--- src/rtl/fft_size_ctrl.sv ---
// Size-select sequencer for the 8/16/32-point radix-2 engines behind the OR-combining output mux.
// Optional done-timeout supervision is compiled in with `define FFT_CTRL_TIMEOUT_EN.
module fft_size_ctrl #(
  parameter int unsigned CNT_W      = 16,
  parameter int unsigned TMO_W      = 8,
  parameter int unsigned TMO_CYCLES = 200
) (
  input  logic             clk_i,
  input  logic             rst_i,
  input  logic             req_valid_i,
  input  logic [1:0]       req_size_i,
  output logic             req_ready_o,
  output logic             start8_o,
  output logic             start16_o,
  output logic             start32_o,
  input  logic             done8_i,
  input  logic             done16_i,
  input  logic             done32_i,
  output logic             oe8_o,
  output logic             oe16_o,
  output logic             oe32_o,
  output logic             res_valid_o,
  input  logic             res_ready_i,
  output logic [1:0]       res_size_o,
  output logic             busy_o,
  output logic             err_o,
  output logic [CNT_W-1:0] frame_cnt_o
);

  typedef enum logic [1:0] {
    IDLE  = 2'd0,
    START = 2'd1,
    WAIT  = 2'd2,
    HOLD  = 2'd3
  } state_t;

  state_t     state;
  logic [1:0] size_q;
  logic       sel_done_c;

`ifdef FFT_CTRL_TIMEOUT_EN
  logic [TMO_W-1:0] tmo_q;
`else
  // Timeout parameters have no function without the supervision logic.
  logic unused_tmo;
  assign unused_tmo = ^TMO_W'(TMO_CYCLES);
`endif

  // Completion from the engine that was actually started; the others are ignored.
  always_comb begin
    sel_done_c = 1'b0;
    case (size_q)
      2'd0:    sel_done_c = done8_i;
      2'd1:    sel_done_c = done16_i;
      2'd2:    sel_done_c = done32_i;
      default: sel_done_c = 1'b0;
    endcase
  end

  // Sequencer with all outputs registered alongside the state.
  always_ff @(posedge clk_i) begin
    if (rst_i) begin
      state       <= IDLE;
      size_q      <= 2'd0;
      req_ready_o <= 1'b1;
      start8_o    <= 1'b0;
      start16_o   <= 1'b0;
      start32_o   <= 1'b0;
      oe8_o       <= 1'b0;
      oe16_o      <= 1'b0;
      oe32_o      <= 1'b0;
      res_valid_o <= 1'b0;
      res_size_o  <= 2'd0;
      busy_o      <= 1'b0;
      err_o       <= 1'b0;
      frame_cnt_o <= '0;
`ifdef FFT_CTRL_TIMEOUT_EN
      tmo_q       <= '0;
`endif
    end else begin
      start8_o  <= 1'b0;
      start16_o <= 1'b0;
      start32_o <= 1'b0;
      case (state)
        IDLE: begin
          if (req_valid_i) begin
            if (req_size_i == 2'd3) begin
              err_o <= 1'b1;
            end else begin
              size_q      <= req_size_i;
              state       <= START;
              req_ready_o <= 1'b0;
              busy_o      <= 1'b1;
              start8_o    <= (req_size_i == 2'd0);
              start16_o   <= (req_size_i == 2'd1);
              start32_o   <= (req_size_i == 2'd2);
              oe8_o       <= (req_size_i == 2'd0);
              oe16_o      <= (req_size_i == 2'd1);
              oe32_o      <= (req_size_i == 2'd2);
            end
          end
        end
        START: begin
          state <= WAIT;
`ifdef FFT_CTRL_TIMEOUT_EN
          tmo_q <= '0;
`endif
        end
        WAIT: begin
          if (sel_done_c) begin
            state       <= HOLD;
            res_valid_o <= 1'b1;
            res_size_o  <= size_q;
          end
`ifdef FFT_CTRL_TIMEOUT_EN
          else if (tmo_q == TMO_W'(TMO_CYCLES)) begin
            state       <= IDLE;
            err_o       <= 1'b1;
            oe8_o       <= 1'b0;
            oe16_o      <= 1'b0;
            oe32_o      <= 1'b0;
            busy_o      <= 1'b0;
            req_ready_o <= 1'b1;
          end else begin
            tmo_q <= tmo_q + TMO_W'(1);
          end
`endif
        end
        HOLD: begin
          if (res_ready_i) begin
            state       <= IDLE;
            frame_cnt_o <= frame_cnt_o + CNT_W'(1);
            res_valid_o <= 1'b0;
            res_size_o  <= 2'd0;
            oe8_o       <= 1'b0;
            oe16_o      <= 1'b0;
            oe32_o      <= 1'b0;
            busy_o      <= 1'b0;
            req_ready_o <= 1'b1;
          end
        end
        default: state <= IDLE;
      endcase
    end
  end

endmodule

--- config.mk ---
export PLATFORM = sky130hd
export DESIGN_NAME = fft_size_ctrl
export DESIGN_NICKNAME = d
export VERILOG_FILES = /design/src/rtl/fft_size_ctrl.sv
export SDC_FILE = /design/constraint.sdc
export NUM_CORES = 1
export LEC_CHECK = 0
export ABC_AREA = 1
export ABC_CLOCK_PERIOD_IN_PS = 1330
export BUFFER_PORTS_ARGS = -buffer_cell sky130_fd_sc_hd__buf_2
export CAP_MARGIN = 10
export CORE_AREA = 2 2 60 62
export CTS_BUF_LIST = sky130_fd_sc_hd__clkbuf_8
export DETAILED_ROUTE_END_ITERATION = 10
export DIE_AREA = 0 0 62 64
export GPL_ROUTABILITY_DRIVEN = 0
export PLACE_DENSITY_LB_ADDON = 0.15
export SYNTH_ARGS = -nofsm -noshare
export SYNTH_HDL_FRONTEND = slang
export SYNTH_SLANG_ARGS = --single-unit
export TNS_END_PERCENT = 10
--- constraint.sdc ---
create_clock -name clk_i -period 1.33 [get_ports clk_i]
set_input_delay 0.0665 -clock clk_i [delete_from_list [all_inputs] [get_ports clk_i]]
set_output_delay 0.0665 -clock clk_i [all_outputs]
set_load 0.1 [all_outputs]
== Yosys cells after proc, flatten, opt, wreduce, memory -nomap -nowiden ==
Index checks and enable logic that the tools add are counted.
Word-level totals
  output and inout port bits: 28
  register bits after elaboration: 32
  input port bits: 9
Cells by class
  reductions and logical operators: 12
  muxes and demuxes: 27
  equal/unequal tests: 12
  bitwise gates (word level): 3
  add/sub/neg operators: 1
Operator list (count)
  adder 16 x 1 -> 16 bit (second input constant): 1
  2-to-1 mux 1 bit: 13
  one-hot mux 1 bit (2 select lines): 6
  == test 2 bit (second input constant): 5
  2-to-1 mux 2 bit: 5
  AND reduction 3 bit: 3
  != test 2 bit (second input constant): 4
  one-hot mux 2 bit (4 select lines): 1
  AND reduction 4 bit: 2
  == test 2 x 1 -> 1 bit (second input constant): 3
  zero test 2 bit: 3
  one-hot mux 2 bit (2 select lines): 1
  nonzero test 2 bit: 2
  OR reduction 4 bit: 1
  NOT 1 bit: 3
  one-hot mux 1 bit (3 select lines): 1
  AND reduction 2 bit: 1

== Longest topological paths before layout ==
Gate-level depths: netlist (run 1).
  word-level depth: 4
  gate-level depth with buffers: 10

== Least setup slack after synthesis (run 1) ==
No wires, ideal clock.
  path kind: register -> register
  from: reg frame_cnt_o[1]
  to: reg frame_cnt_o[12]
  library setup time: 114 ps
  path slack: -650 ps
  required time: 1216 ps
  cell stages (with the launch flop): 9
  arrival: 1866 ps
  cells stage by stage: dfxtp_1 > ha_1 > inv_1 > nor2_4 > nand2_4 > nor2_8 > nand2_4 > o21ai_2 > nor2_2
On the way
  word-level cells in the longest chain between the ends: 1
RTL lines
  start: declaration: line 27  | output logic [CNT_W-1:0] frame_cnt_o
  start signal: assignment: line 132  | frame_cnt_o <= frame_cnt_o + CNT_W'(1);
  adder 16 x 1 -> 16 bit: line 132
Every way passes these cells.
A chain may end at the register's enable or synchronous reset.

== Worst setup path after layout (run 1) ==
  from: reg state[1]
  to: reg req_ready_o
On the way
  word-level cells in the longest chain between the ends: 3
  elaborated cells on any way between the ends: 8
  classes of those cells: 4 x eq/ne; 1 x mux; 3 x reduce/logical
RTL lines
  start: declaration: line 37  | state_t state;
  start signal: assignment: line 63  | state <= IDLE;
  start signal: assignment: line 91  | state <= START;
  start signal: assignment: line 104  | state <= WAIT;
  == test 2 bit or zero test 2 bit (tied branches): line 84  | case (state)
  != test 2 bit (no line) or nonzero test 2 bit (tied branches)
  AND reduction 4 bit (no line)
  end signal: assignment: line 65  | req_ready_o <= 1'b1;
  end signal: assignment: line 92  | req_ready_o <= 1'b0;
  end signal: assignment: line 139  | req_ready_o <= 1'b1;
  end: declaration: line 12  | output logic req_ready_o,
Parallel ways exist; a longest one is shown, timed or not.

==> reports/metrics.cfg, run 1 <==
[floorplanning]
coreArea_um2 = 3280
die_y_um = 64
num_rows = 21
io_pins = 37
dieArea_um2 = 3970
start_util_pct = 48.0
die_w_um = 62

[clocking]
clk_transition_reported_paths_ns = 0.06
cts_inserted_buffers = 5
post-cts-setup-buffers = 0
cts_max_level = 2
cts_tree = done
clk_path_buf_depth = 2
cts_sinks = 32
clk_latency_ns = 0.28
root_buffer = clkbuf_8

[global_routing]
gr-total-overflow = 0
antenna_found_initial = 0
grt_pass1_wl_um = 5300
grt_start_max_net_pins = 18
grt_pass1_vias = 1298
grtUsageTotal_pct = 17.9

[yosys]
async_reset_ff_share_pct = 0
synth_top_family_by_area = simple AND/OR/NAND/NOR gates
synth_edf_count = 0
synth_seq_cells = 32
synth_area_leaders = dfxtp_1 41%, nand2_1 11%, nor2_1 8.3%
synth_compound_area_share_pct = 12.8
yosysMostFrequentCell = nand2_1
synthSimpleGateAreaFrac_pct = 34.2
synth.top_cell.area_share_pct = 40.6
ys_seq_area_share_pct = 40.6
syn_avg_cell_area_um2 = 7.13
netlist_area_um2 = 1580
synth-xor-area-share_pct = 0
synth_common_cells = 47 x nand2_1, 35 x nor2_1, 32 x dfxtp_1, 32 x inv_1, 20 x a21oi_1
yosysWarnings = 0
synth.mux.area_fraction_pct = 0
yosys.area.top_type = dfxtp_1
synthFlopType = dfxtp_1
netlist_instances = 221
synth.distinct_cells = 22
synth_fa_ha_area_share_pct = 3.17
syn_nets = 234

[cells_and_area]
diodes = 0
fin_util_pct = 63.6
drive_gt1_share_pct = 36.6
nets = 285
area_delta_synth_final_pct = 32.5
post-route-cell-area_um2 = 2090
stdcell_count = 319

[setup_path]
cp.arrival_ns = 1.45
crit_slowest_cell = dfxtp_4
cp.required_ns = 1.51
crit_path_end_kind = flop
cp.buffers_inverters = 2
worstSetupStartpointType = flop
cp-startpoint = state[1]$_SDFFE_PP0P_
crit-reg2reg-launch = state[1]$_SDFFE_PP0P_
crit_chain = inv_2 -> ha_4 -> inv_4 -> nor2_4 -> nor3_4 -> nand2_1 -> o21ai_1 -> nand2_1
worstPathMaxFanout = 5
crit_type = reg2reg
crit_family = simple AND/OR/NAND/NOR gates
cp_common_cell = nand2_1
slowest_delay_ns = 0.37
r2r_slack_ns = 0.06

[outcome]
status = finished clean

[sta]
drv_slew = 0
slew_headroom_pct = 67.8
finalHoldViolCount = 0
finalCritPeriodShare_pct = 95.6
max_freq_mhz = 786
fin_crit_ns = 1.27
rsz0062_at_grt = true
worst_slew_pin_slew_ns = 0.486
fin_worst_skew_ns = 0.00655
setup_viol = 0

[run]
maxCapViolCount = 0

[route]
drt_iter0_markers = 44
wl_um = 3190
viasPerCell = 4.62
drtPass1Iterations = 4
vias = 1474
ant_nets = 0
wire_per_inst_um = 9.99
drc_errors = 0

[hold_path]
hold_path.startpoint = rst_i
hold_class = in2reg

[power]
irDropWorstVdd_mv = 0.591
power.leakage_nw = 1.00
powerDensity_nw_per_um2 = 1690

[place]
place_inst = 311
place_area_um2 = 1940
dp_hpwl_um = 2490
port_buffers = 36

[per-layer routing]
layer,up-vias,global-route usage (%),part of all wire (%)
met5,-,0,0
met2,30,29.2,47
met4,0,9.31,2.5
li1,807,-,-
met1,629,20.0,45
met3,8,5.67,5.1
[per-stage QoR]
step                hold WS, ns  setup TNS [ns]  total power [W]  worst slack [ns]
global route             0.0457          -0.115          0.00376           -0.0759
global placement          0.341          -0.274          0.00271           -0.0738
detailed placement        0.345          -0.545          0.00272            -0.121
finish                   0.0479               0          0.00354            0.0582
CTS                      0.0394         -0.0152          0.00349          -0.00902
floorplan                 0.211          -0.152          0.00242           -0.0587
[power breakdown]
part           switching, W  internal [W]  leakage [nW]
combinational       0.00119      0.000433         0.678
sequential        0.0000882       0.00109         0.271
clock              0.000335      0.000406        0.0538
[cell families after synthesis]
kind of cell	Yosys count
AND/OR/NAND/NOR	112
AO/OA/AOI/OAI	37
buffers and inverters	36
flip-flops	32
adder cells (fa/ha/maj)	4
[sequential cells by signal (all words and copies together) (netlist names), 2 cells and up]
| name | cells |
|---|---|
| frame_cnt_o | 16 |
| size_q | 2 |
| res_size_o | 2 |
| state | 2 |
[placed cells by master, fill, tap and decap left out, types with 3 or more instances in the layout]
| cell type | Yosys | final |
|---|---|---|
| a21oi_1 | 20 | 19 |
| buf_2 | 2 | 36 |
| buf_4 | 0 | 12 |
| clkbuf_8 | 0 | 6 |
| dfxtp_1 | 32 | 15 |
| dfxtp_2 | 0 | 7 |
| dfxtp_4 | 0 | 10 |
| ha_4 | 0 | 3 |
| inv_1 | 32 | 31 |
| nand2_1 | 47 | 45 |
| nand2_4 | 3 | 3 |
| nand3_1 | 9 | 8 |
| nand4_1 | 5 | 5 |
| nor2_1 | 35 | 33 |
| nor2_2 | 4 | 4 |
| nor2_4 | 3 | 5 |
| o21ai_0 | 12 | 10 |
| o21ai_2 | 3 | 3 |
[final timing paths]
path                              end  depth (start not counted)
max          req_ready_o$_SDFFE_PP1P_                          8
min               oe16_o$_SDFFE_PP0P_                          2
max reg2reg  req_ready_o$_SDFFE_PP1P_                          8
min reg2reg       oe16_o$_SDFFE_PP0P_                          2
[area by class of cell]
class	instances	area (um^2)
inverter	32	123
clock buffer	6	82.6
clock inverter	2	7.51
sequential	32	687
fill	299	1200
timing repair buffer	48	270
tap	46	57.6
multi-input combinational	153	861
[timing repair]
| action | CTS | global route |
|---|---|---|
| gates resized for setup | 7 | 15 |
| pin swaps | 2 | 5 |
| hold buffers | 0 | 0 |
| endpoints found under the setup margin | 17 | 23 |
Note: power is estimated with default switching activity, not from simulation.
==> run 2: changes to the inputs <==
--- a/config.mk
+++ b/config.mk
@@ -7,7 +7,7 @@
 export LEC_CHECK = 0
 export ABC_AREA = 1
 export ABC_CLOCK_PERIOD_IN_PS = 1330
-export BUFFER_PORTS_ARGS = -buffer_cell sky130_fd_sc_hd__buf_2
+export BUFFER_PORTS_ARGS = -buffer_cell sky130_fd_sc_hd__buf_4
 export CAP_MARGIN = 10
 export CORE_AREA = 2 2 60 62
 export CTS_BUF_LIST = sky130_fd_sc_hd__clkbuf_8
==> reports/metrics.cfg, run 2 (synthesis gave the netlist of run 1 again) <==
[sta]
setup_viol = 0
fin_crit_ns = 1.29
finalHoldViolCount = 0
finalCritPeriodShare_pct = 97.1
drv_slew = 0
fin_worst_skew_ns = 0.00688
worst_slew_pin_slew_ns = 0.281
max_freq_mhz = 774
slew_headroom_pct = 81.4
rsz0062_at_grt = true
setup_ws_ns = 0.0383

[route]
viasPerCell = 4.73
drc_errors = 0
wire_per_inst_um = 11.2
drtPass1Iterations = 4
vias = 1534
drt_iter0_markers = 75
wl_um = 3640
ant_nets = 0

[setup_path]
worst-r2r-cell-count = 8
rr_endpoint = req_ready_o$_SDFFE_PP1P_
cp.arrival_ns = 1.47
crit_slowest_cell = dfxtp_4
cp.required_ns = 1.50
slowest_delay_ns = 0.37
crit_type = reg2reg
crit-reg2reg-launch = state[1]$_SDFFE_PP0P_
cp_common_cell = nand2_1
worstPathMaxFanout = 5
crit_path_end_kind = flop
r2r_slack_ns = 0.04
crit_path_end = req_ready_o$_SDFFE_PP1P_
cp-startpoint = state[1]$_SDFFE_PP0P_
worstSetupStartpointType = flop
crit_chain = inv_2 -> ha_4 -> inv_4 -> nor2_4 -> nor3_4 -> nand2_1 -> o21ai_1 -> nand2_1

[place]
dp_hpwl_um = 2730
place_inst = 313
place_area_um2 = 2040
port_buffers = 36
place_ws_ns = -0.159

[clocking]
cts_tree = done
holdBufCountCts = 0
clk_transition_reported_paths_ns = 0.07
root_buffer = clkbuf_8
clk_latency_ns = 0.28
cts_sinks = 32
cts_inserted_buffers = 5
cts_max_level = 2
clk_path_buf_depth = 2

[cells_and_area]
post-route-cell-area_um2 = 2270
largest_register_ffs = 16
final_cell_mix = 53 x buf_4, 45 x nand2_1, 33 x nor2_1
diodes = 0
drive_gt1_share_pct = 38.5
stdcell_count = 324
area_delta_synth_final_pct = 44.0
nets = 290
fin_util_pct = 69.1
largest_register = frame_cnt_o
layout_commonest_cell = buf_4

[global_routing]
grt_pass1_vias = 1524
grt_pass1_wl_um = 6310
use_met3_pct = 5.67
grt.busiest_layer = met2
grtUsageMet2_pct = 35.4
antenna_found_initial = 0
grt_start_max_net_pins = 13
gr-total-overflow = 0
grt.met1_usage_pct = 24.1
grtUsageTotal_pct = 20.7

[hold_path]
hold_class = in2reg

[power]
powerDensity_nw_per_um2 = 1780
power.leakage_nw = 1.05
power_w = 0.00404
irDropWorstVdd_mv = 0.744

[floorplanning]
die_y_um = 64
num_rows = 21
dieArea_um2 = 3970
die_w_um = 62
coreArea_um2 = 3280
io_pins = 37
start_util_pct = 48.0

[outcome]
status = finished clean

[run]
maxCapViolCount = 0

## run 2: cell count changes in the layout (fill, tap and decap cells not counted), sizes merged
cell | before | now
inv | 34 | 32
buf | 48 | 53
bufinv | 0 | 1
clkbuf | 6 | 7
## run 2: worst max-delay path: cells and delay by family, from the launching register on
kind	cells	cell delay (ns)
compound gates	1	0.08
fa+ha+maj	1	0.17
flops	1	0.37
simple gates	4	0.43
buf+inv	2	0.12
## run 2: routing by layer
| layer | vias to the layer above | part of all wire [%] |
|---|---|---|
| met1 | 678 | 42 |
| met2 | 42 | 51 |
| met5 | - | 0 |
| li1 | 807 | - |
| met3 | 7 | 5.1 |
| met4 | 0 | 1.6 |
## run 2: area by class of cell
| class | count | area, um^2 |
|---|---|---|
| multi-input combinational | 153 | 880 |
| fill | 261 | 1010 |
| inverter | 32 | 123 |
| clock inverter | 1 | 30.0 |
| clock buffer | 7 | 96.3 |
| tap | 46 | 57.6 |
| timing repair buffer | 53 | 398 |
| sequential | 32 | 687 |
## run 2: repair_timing
item / CTS / global route
setup buffers: 2 / 1
pin swaps: 4 / 12
resized for setup: 15 / 13
setup endpoints to repair: 22 / 22
## run 2: how the worst min path moves through the flow
stage,startpoint,end,depth (start not counted)
floorplan,req_valid_i,err_o$_SDFFE_PP0P_,2
global placement,rst_i,oe32_o$_SDFFE_PP0P_,2
detailed placement,rst_i,oe16_o$_SDFFE_PP0P_,2
CTS,rst_i,oe16_o$_SDFFE_PP0P_,2
global route,rst_i,oe16_o$_SDFFE_PP0P_,2
finish,rst_i,oe16_o$_SDFFE_PP0P_,2
## run 2: through the flow
| step | setup TNS [ns] | hold WS [ns] |
|---|---|---|
| after global placement | -0.316 | 0.304 |
| after detailed placement | -1.31 | 0.309 |
| after floorplan | -0.152 | 0.211 |
| final | 0 | 0.00851 |
| after global routing | -0.544 | 0.0110 |
| after CTS | -0.00764 | 0.00494 |
## run 2: power breakdown
group	internal, W	switching [W]	total, W
registers	0.00109	0.0000948	0.00118
logic	0.000592	0.00125	0.00185
clock network	0.000661	0.000348	0.00101
==> run 3: changes to the inputs <==
--- a/config.mk
+++ b/config.mk
@@ -7,12 +7,12 @@
 export LEC_CHECK = 0
 export ABC_AREA = 1
 export ABC_CLOCK_PERIOD_IN_PS = 1330
-export BUFFER_PORTS_ARGS = -buffer_cell sky130_fd_sc_hd__buf_4
 export CAP_MARGIN = 10
-export CORE_AREA = 2 2 60 62
+export CORE_AREA = 2 2 58 60
 export CTS_BUF_LIST = sky130_fd_sc_hd__clkbuf_8
 export DETAILED_ROUTE_END_ITERATION = 10
-export DIE_AREA = 0 0 62 64
+export DIE_AREA = 0 0 60 62
+export DONT_BUFFER_PORTS = 1
 export GPL_ROUTABILITY_DRIVEN = 0
 export PLACE_DENSITY_LB_ADDON = 0.15
 export SYNTH_ARGS = -nofsm -noshare
==> reports/metrics.cfg, run 3 (synthesis gave the netlist of run 1 again) <==
[route]
drt_iter0_markers = 73
wire_per_inst_um = 11.9
wl_um = 3780
drtPass1Iterations = 4
drc_errors = 0
vias = 1583
viasPerCell = 4.96
ant_nets = 0

[setup_path]
cp.arrival_ns = 1.51
cp.required_ns = 1.51
worstPathMaxFanout = 5
worstSetupStartpointType = flop
crit_path_end_kind = flop
crit_type = reg2reg

[sta]
tns_ns = -0.0000305
max_freq_mhz = 752
drv_slew = 0
rsz0062_at_grt = true
finalHoldViolCount = 0
slew_headroom_pct = 77.3
fin_crit_ns = 1.33
finalCritPeriodShare_pct = 100
setup_ws_ns = -0.0000305
worst_slew_pin_slew_ns = 0.339
fin_worst_skew_ns = 0.00171
setup_viol = 1

[power]
internal_power_w = 0.00203
irDropWorstVdd_mv = 0.626
p_switching_w = 0.00168
p_clk_share_pct = 21.0
p_seq_share_pct = 31.9
switching_share_pct = 45.4
powerDensity_nw_per_um2 = 1680
power.leakage_nw = 1.01
pwr-share-comb_pct = 47.1

[cells_and_area]
multi_input_area_um2 = 862
diodes = 0
regArea_um2 = 687
layout_commonest_cell = nand2_1
area_delta_synth_final_pct = 40.2
largest_register = frame_cnt_o
nets = 285
final_cell_mix = 46 x nand2_1, 41 x buf_4, 33 x nor2_1
fillers = 272
drive_gt1_share_pct = 34.8
largest_register_ffs = 16
fin_util_pct = 69.5

[place]
port_buffers = 0
dp_hpwl_um = 2830

[clocking]
clk_transition_reported_paths_ns = 0.07
clk_latency_ns = 0.29
cts_max_level = 2
cts_tree = done
cts_sinks = 32
root_buffer = clkbuf_8
cts_inserted_buffers = 5
clk_path_buf_depth = 2

[global_routing]
antenna_found_initial = 0
gr-total-overflow = 0
grt_start_max_net_pins = 16
grt_pass1_wl_um = 6030
grtUsageTotal_pct = 22.1
grt_pass1_vias = 1522

[floorplanning]
die_w_um = 60
dieArea_um2 = 3720
io_pins = 37
num_rows = 21
start_util_pct = 49.6
coreArea_um2 = 3180
die_y_um = 62

[outcome]
status = complete, but fails checks
failed_checks = setup timing

[run]
maxCapViolCount = 0

[hold_path]
hold_class = in2reg

## run 3: cell count changes in the layout (fill, tap and decap cells not counted), moves of 2 or more
cell / before / now
buf_4: 53 / 41
clkinv_2: 0 / 2
dlygate4sd3_1: 0 / 5
nand2_2: 2 / 0
o21ai_0: 6 / 8
o21ai_1: 6 / 4
## run 3: timing repair
action	4_1_cts	5_1_grt
hold buffers	5	0
pin swaps	3	13
gates resized for setup	16	8
hold endpoints to repair	12	0
endpoints found under the setup margin	21	22
cloned	0	0
buffers inserted	0	2
## run 3: worst max-delay path: stages (launching register included)
cell and delay, ns:
dfxtp_2 0.36, inv_2 0.06, buf_4 0.13, ha_1 0.22, o21a_1 0.23, a21oi_1 0.17
nor2_1 0.06
## run 3: final cells by class
class / count / share of cell area (%)
flip-flops and latches: 32 / 31.1
clock inverters: 2 / 0.453
well taps: 46 / 2.60
multi-input cells: 153 / 39.0
clock buffers: 6 / 3.74
repair buffers: 48 / 17.6
inverters: 32 / 5.55
## run 3: path summary, 6_finish.rpt
kind	endpoint	slack [ns]	start	depth (start not counted)
max	res_valid_o$_SDFFE_PP0P_	-0.00003	state[0]$_SDFFE_PP0P_	6
min	size_q[0]$_SDFFE_PP0P_	0.01	req_valid_i	2
max reg2reg	res_valid_o$_SDFFE_PP0P_	-0.00003	state[0]$_SDFFE_PP0P_	6
min reg2reg	frame_cnt_o[6]$_SDFFE_PP0P_	0.46	frame_cnt_o[6]$_SDFFE_PP0P_	1
## run 3: power groups by stage
stage / logic (W) / registers (W) / clock network, W
after CTS: 0.00172 / 0.00119 / 0.000801
after floorplan: 0.000534 / 0.00188 / 0
after global routing: 0.00187 / 0.00120 / 0.000824
final: 0.00175 / 0.00119 / 0.000779
after detailed placement: 0.00162 / 0.00118 / 0
after global placement: 0.00158 / 0.00117 / 0
## run 3: metal layers
layer  vias up  GRT usage (%)  wire, um
li1        804              -         -
met1       739           22.2      1460
met2        31           43.3      2100
met3         9           4.14       135
met4         0           10.8        83
met5         -              0         0
## run 3: metrics by stage
step           area, um^2  std cells  hold slack (ns)  setup WS (ns)  power (W)
5_1_grt              2210        319           0.0253         -0.106    0.00390
3_3_place_gp         1990        304            0.137        -0.0704    0.00276
2_1_floorplan        1640        221            0.211        -0.0587    0.00242
3_5_place_dp         1990        304            0.140         -0.126    0.00280
6_report             2210        319           0.0108     -0.0000305    0.00371
4_1_cts              2180        317          0.00720        -0.0118    0.00371
